--- config.mk ---
export PLATFORM = sky130hd
export DESIGN_NAME = apb_master
export DESIGN_NICKNAME = d
export VERILOG_FILES = /design/src/rtl/apb_pkg.sv /design/src/rtl/apb_wait_timer.sv /design/src/rtl/apb_master.sv
export SDC_FILE = /design/constraint.sdc
export NUM_CORES = 1
export LEC_CHECK = 0
export CAP_MARGIN = 0
export CORE_ASPECT_RATIO = 2
export CORE_MARGIN = 2
export CORE_UTILIZATION = 47
export DETAILED_ROUTE_END_ITERATION = 10
export PLACE_DENSITY = 0.84
export SYNTH_ARGS = -nofsm -noshare
export SYNTH_HDL_FRONTEND = slang
export SYNTH_SLANG_ARGS = --single-unit
--- constraint.sdc ---
create_clock -name clk -period 4.1 [get_ports clk]
set_clock_uncertainty 0.05 [all_clocks]
set_input_delay 0.82 -clock clk [delete_from_list [all_inputs] [get_ports clk]]
set_output_delay 0.82 -clock clk [all_outputs]
set_load 0.02 [all_outputs]
--- src/rtl/apb_pkg.sv ---
// Shared defaults, state encoding and sizing helper for the APB requester.
package apb_pkg;

  localparam int W_DEFAULT       = 8;
  localparam int D_DEFAULT       = 8;
  localparam int TIMEOUT_DEFAULT = 16;

  typedef enum logic [1:0] {
    IDLE   = 2'd0,
    SETUP  = 2'd1,
    ACCESS = 2'd2
  } state_t;

  // Wait-counter width: enough bits to hold TIMEOUT itself, never less than one.
  function automatic int cnt_width(input int timeout);
    return (timeout < 1) ? 1 : $clog2(timeout + 1);
  endfunction

endpackage

--- src/rtl/apb_wait_timer.sv ---
// Counts ACCESS cycles spent waiting on pready and flags the edge on which the
// count reaches TIMEOUT. With TIMEOUT=0 the timer is removed and never expires.
module apb_wait_timer
  import apb_pkg::*;
#(
  parameter int TIMEOUT = TIMEOUT_DEFAULT
) (
  input  logic clk,
  input  logic preset,
  input  logic clear,
  input  logic count_en,
  output logic expired
);

  generate
    if (TIMEOUT == 0) begin : g_off
      assign expired = 1'b0;
    end else begin : g_on
      localparam int            CW   = cnt_width(TIMEOUT);
      localparam logic [CW-1:0] LAST = CW'(TIMEOUT - 1);
      localparam logic [CW-1:0] TOP  = CW'(TIMEOUT);

      logic [CW-1:0] count;

      // NOTE: sequential state is written with non-blocking assignments only,
      // so every flop samples the pre-edge values of its neighbours.
      always_ff @(posedge clk or negedge preset) begin
        if (!preset) begin
          count <= '0;
        end else if (clear) begin
          count <= '0;
        end else if (count_en && (count != TOP)) begin
          count <= count + 1'b1;
        end
      end

      // Combinational so the abort lands on the same edge the count reaches TIMEOUT.
      assign expired = count_en && (count == LAST);
    end
  endgenerate

endmodule

--- src/rtl/apb_master.sv ---
// APB requester: accepts one command at a time, runs SETUP/ACCESS, waits for
// pready (bounded by an optional timeout) and returns a one-cycle response.
module apb_master
  import apb_pkg::*;
#(
  parameter int w       = W_DEFAULT,
  parameter int d       = D_DEFAULT,
  parameter int TIMEOUT = TIMEOUT_DEFAULT
) (
  input  logic         clk,
  input  logic         preset,
  input  logic         cmd_valid,
  output logic         cmd_ready,
  input  logic         cmd_write,
  input  logic [d-1:0] cmd_addr,
  input  logic [w-1:0] cmd_wdata,
  output logic         rsp_valid,
  output logic [w-1:0] rsp_rdata,
  output logic         rsp_err,
  output logic         psel,
  output logic         penable,
  output logic         pwrite,
  output logic [d-1:0] paddr,
  output logic [w-1:0] pw_data,
  input  logic [w-1:0] pr_data,
  input  logic         pready,
  input  logic         pslverr
);

  state_t state;
  logic   accept;
  logic   count_en;
  logic   expired;

  // cmd_ready is registered and high exactly in IDLE.
  assign accept   = cmd_valid & cmd_ready;
  assign count_en = (state == ACCESS) & ~pready;

  apb_wait_timer #(
    .TIMEOUT (TIMEOUT)
  ) u_wait_timer (
    .clk      (clk),
    .preset   (preset),
    .clear    (accept),
    .count_en (count_en),
    .expired  (expired)
  );

  always_ff @(posedge clk or negedge preset) begin
    if (!preset) begin
      state     <= IDLE;
      cmd_ready <= 1'b1;
      psel      <= 1'b0;
      penable   <= 1'b0;
      pwrite    <= 1'b0;
      paddr     <= '0;
      pw_data   <= '0;
      rsp_valid <= 1'b0;
      rsp_rdata <= '0;
      rsp_err   <= 1'b0;
    end else begin
      // NOTE: default-low each cycle makes rsp_valid a single-cycle pulse;
      // rsp_rdata/rsp_err have no default and so hold until the next response.
      rsp_valid <= 1'b0;

      unique case (state)
        IDLE: begin
          if (accept) begin
            state     <= SETUP;
            cmd_ready <= 1'b0;
            psel      <= 1'b1;
            pwrite    <= cmd_write;
            paddr     <= cmd_addr;
            pw_data   <= cmd_write ? cmd_wdata : '0;
          end
        end

        SETUP: begin
          state   <= ACCESS;
          penable <= 1'b1;
        end

        ACCESS: begin
          // pready has priority over a timeout landing on the same edge.
          if (pready) begin
            state     <= IDLE;
            cmd_ready <= 1'b1;
            psel      <= 1'b0;
            penable   <= 1'b0;
            rsp_valid <= 1'b1;
            rsp_err   <= pslverr;
            rsp_rdata <= pwrite ? '0 : pr_data;
          end else if (expired) begin
            state     <= IDLE;
            cmd_ready <= 1'b1;
            psel      <= 1'b0;
            penable   <= 1'b0;
            rsp_valid <= 1'b1;
            rsp_err   <= 1'b1;
            rsp_rdata <= '0;
          end
        end

        default: begin
          state     <= IDLE;
          cmd_ready <= 1'b1;
          psel      <= 1'b0;
          penable   <= 1'b0;
        end
      endcase
    end
  end

endmodule

==> tab_implementation.tex <==
\begin{tabular}{lr}
\hline
Metric & Value \\
\hline
\multicolumn{2}{l}{\textbf{Worst setup path}} \\
Slowest stage cell on the critical path & sky130\_fd\_sc\_hd\_\_nand4bb\_1 \\
Category of the most critical setup path & input port to flop \\
Crit Reg-Reg Startpoint & u\_wait\_timer.g\_on.count[0] \\
Arrival time worst endpoint & about 2.7 ns \\
Largest driver fanout on the critical path & 26 \\
Type of destination of the critical path & flop \\
Startpoint Class & input port \\
Critical Path Max Stage Delay & just under 0.8 ns \\
Family of cells with the greatest summed delay on the critical path & simple AND/OR/NAND/NOR gates \\
WP buf/inv & 1 \\
CP startpoint & cmd\_valid \\
Chain of cells forming the critical path & clkdlybuf4s50\_1 > nand4bb\_1 > mux2\_2 \\
Required time worst endpoint & roughly 4.2 ns \\
\multicolumn{2}{l}{\textbf{Route}} \\
Total vias in the final route & roughly 1,300 \\
Number of design rule violations left after detail routing & 0 \\
Drt wl/cell & approximately 16 um \\
Aggregate routed wire length & $\sim$3800 um \\
Total iterations of the first detailed-routing run & 4 \\
Detailed Route Iter0 Violations & 11 \\
Vias per std cell & approximately 5.5 \\
Antenna Nets Post-Route & 0 \\
\multicolumn{2}{l}{\textbf{Layout}} \\
Post-layout instance count excluding filler cells & around 240 \\
Ratio of cells with drive above 1 in the final layout & 0.112 \\
Multi-input combinational cell area & between 500 and 600 um2 \\
Combined flip-flop and latch cell area & around 930 um2 \\
Area Growth Syn to Fin & 44.5\% \\
ANT cells & 0 \\
Final cell utilization of the core & 0.716 \\
Nets & about 240 \\
Final-layout fill cell count & $\sim$260 \\
\multicolumn{2}{l}{\textbf{Place}} \\
Placement Setup Slack & 1.15 ns \\
Number of port buffers & 59 \\
Routability cong. & just under 0.8 \\
Placed wire-length estimate & 2800 um \\
Cell count after placement & between 200 and 250 \\
\multicolumn{2}{l}{\textbf{Clock network}} \\
Worst-path clk slew & approximately 0.07 ns \\
Quantity of hold-fixing buffers added after cts & 0 \\
Number of buffers between clock root and the deepest sink & 2 \\
Clock latency on the worst-skew pair & around 0.29 ns \\
Number of buffers inserted during clock tree synthesis & 5 \\
Root cell of the clock tree & sky130\_fd\_sc\_hd\_\_clkbuf\_8 \\
Number of gates resized after cts & 0 \\
Setup Fix Bufs, Post-CTS & 0 \\
TritonCTS sink count & 37 \\
H-tree lvl count & 2 \\
TritonCTS clock tree & yes \\
\multicolumn{2}{l}{\textbf{Floorplan}} \\
Core box area & 3190 um2 \\
Die height & 86.0 um \\
I/O pin count & 60 \\
Floorplan row count & 29 \\
DIE WIDTH & $\sim$45 um \\
Initial cell density of the core & 0.495 \\
Floorplan die area & a little under 4000 um2 \\
\multicolumn{2}{l}{\textbf{Synthesis}} \\
Number of flops mapped to enable cells by yosys & 0 \\
FFs w/ async S/R, synth & 1.00 \\
Post-synthesis compound-gate area fraction & 0.131 \\
Post-synth cell types & 32 \\
Average cell area after synthesis & between 10 and 15 um2 \\
Dominant combinational cell family by area after synthesis & simple AND/OR/NAND/NOR gates \\
Count of synthesis-stage warnings from yosys & 0 \\
Cell area after technology mapping & about 1600 um2 \\
Post-synthesis mux area share & 0.0767 \\
Main flop type after synthesis & sky130\_fd\_sc\_hd\_\_dfrtp\_1 \\
Synthesized flop and latch total & 37 \\
Area share of fa/ha/maj cells after synthesis & 0.0237 \\
Seq/Total Area, Yosys & 0.586 \\
Fraction of synthesized cell area in xor and xnor cells & 0 \\
Gate count after technology mapping & $\sim$150 \\
Syn Nets & $\sim$180 \\
Simple-gate portion of the synthesized area & 0.140 \\
\multicolumn{2}{l}{\textbf{Worst hold path}} \\
Worst Hold Class & flop to flop \\
Hold path startpoint & pw\_data[7] \\
\multicolumn{2}{l}{\textbf{STA}} \\
Slew at the pin closest to its max-slew limit & approximately 1 ns \\
Final worst-path cycle share & 0.633 \\
Setup tns final & 0 ns \\
Setup-failing EPs final & 0 \\
Relative max-transition margin & 0.339 \\
Final Worst Setup Slack & 1.50 ns \\
Final Max Tran Viols & 0 \\
Final hold violation count & 0 \\
RSZ-0062 raised after global routing & no \\
Fmax & a little under 0.4 GHz \\
Minimum clock period & about 2.6 ns \\
\multicolumn{2}{l}{\textbf{GRT}} \\
Remaining Overflow, GRT & 0 \\
Number of global-route vias before repair & between 1,000 and 1,500 \\
Initial antenna violation count & 0 \\
First-pass GRT wire length & between 6000 and 7000 um \\
Combined global-route utilization of all metal layers & 0.220 \\
Largest net degree at the start of global routing & 38 \\
\multicolumn{2}{l}{\textbf{Power and ir drop}} \\
Clock network fraction of design power & 0.435 \\
Total leakage power & between 1 and 1.5 nW \\
Worst IR drop on VDD & about 0.29 mV \\
Total power of the final layout & approximately 0.76 mW \\
Switching power & 0.160 mW \\
Combinational share of power & 0.078 \\
Switching share of total power & 0.210 \\
P\_int & approximately 0.60 mW \\
Part of the total power dissipated in sequential elements & 0.487 \\
Power per standard cell area & roughly 330 nW/um2 \\
\multicolumn{2}{l}{\textbf{Outcome}} \\
Result of the run & completed \\
\multicolumn{2}{l}{\textbf{Flow run}} \\
Max capacitance violation total & 0 \\
\hline
\end{tabular}
[layout by cell type, fill, tap and decap left out, types with 2 or more instances in the layout]
master                            instances
sky130_fd_sc_hd__ha_1                     3
sky130_fd_sc_hd__clkbuf_8                 6
sky130_fd_sc_hd__o22a_1                   2
sky130_fd_sc_hd__clkdlybuf4s50_1         58
sky130_fd_sc_hd__or3_1                    2
sky130_fd_sc_hd__nor3_1                   2
sky130_fd_sc_hd__inv_1                    7
sky130_fd_sc_hd__nand2_1                 28
sky130_fd_sc_hd__dfrtp_1                 36
sky130_fd_sc_hd__nor2_1                   2
sky130_fd_sc_hd__a21oi_1                  3
sky130_fd_sc_hd__mux2_2                   9
sky130_fd_sc_hd__nand4bb_1                2
sky130_fd_sc_hd__mux2i_1                  2
sky130_fd_sc_hd__o21ai_0                 26
[worst min-delay path, cell delays in order, from the launching register on]
cell and delay, ns:
sky130_fd_sc_hd__dfrtp_1 0.35, sky130_fd_sc_hd__nand2_1 0.05, sky130_fd_sc_hd__o21ai_0 0.06
[final timing paths]
path                                         endpoint  slack, ns  cells after the start
setup reg to reg                              rsp_err       1.83                      7
setup / recovery                             paddr[6]       1.50                      3
max in group asynchronous                rsp_rdata[0]       2.92                      1
hold reg to reg                            pw_data[7]       0.44                      2
hold / removal                             pw_data[7]       0.44                      2
min in group asynchronous  u_wait_timer.g_on.count[4]       0.56                      1
[metal layers]
| metal | up-vias | GRT usage | share of wire |
|---|---|---|---|
| met3 | 10 | 0.0547 | 0.060 |
| met5 | - | 0 | 0 |
| li1 | 618 | - | - |
| met1 | 636 | 0.209 | 0.34 |
| met2 | 46 | 0.408 | 0.57 |
| met4 | 0 | 0.102 | 0.027 |
[cell type report]
cell class | count | share of cell area
Clock buffer | 6 | 0.0361
Clock inverter | 2 | 0.0164
Inverter | 7 | 0.0115
Multi-Input combinational cell | 95 | 0.257
Sequential cell | 37 | 0.406
Tap cell | 31 | 0.0170
Timing Repair Buffer | 59 | 0.256
[sequential cells by signal (all words and copies together) (netlist names)]
name	count
paddr	8
pw_data	8
rsp_rdata	8
u_wait_timer.g_on.count	5
state	2
cmd_ready	1
penable	1
psel	1
pwrite	1
rsp_err	1
rsp_valid	1
[synth_stat cells, drive strengths merged, types with 2 or more instances]
cell | instances | area share
nand2 | 28 | 0.066
inv | 7 | 0.017
mux2 | 9 | 0.064
nor3 | 2 | 0.0063
a21oi | 3 | 0.0095
mux2i | 2 | 0.013
nand4bb | 2 | 0.014
nor2 | 2 | 0.0047
buf | 7 | 0.020
o22a | 2 | 0.011
dfrtp | 36 | 0.57
or3 | 2 | 0.0079
clkbuf | 2 | 0.0055
ha | 3 | 0.024
o21ai | 26 | 0.082
[kinds of logic after synthesis]
logic type	count (synthesis)
AO/OA/AOI/OAI	36
flip-flops	37
adder cells (fa/ha/maj)	3
AND/OR/NAND/NOR	45
buffers and inverters	16
multiplexers	11
[through the flow]
stage,hold slack [ns],cell area [um2]
2_1_floorplan,0.474,1580
3_3_place_gp,0.423,2170
3_5_place_dp,0.429,2170
4_1_cts,0.445,2290
5_1_grt,0.468,2290
6_report,0.444,2290
[power groups by stage]
stage / registers [mW] / logic, mW / clock network (mW)
after floorplan: 0.382 / 0.0102 / 0
after global placement: 0.377 / 0.0580 / 0
after detailed placement: 0.377 / 0.0597 / 0
after CTS: 0.370 / 0.0600 / 0.332
after global routing: 0.370 / 0.0646 / 0.342
final: 0.370 / 0.0590 / 0.331
Power figures use the tool's default switching activity.
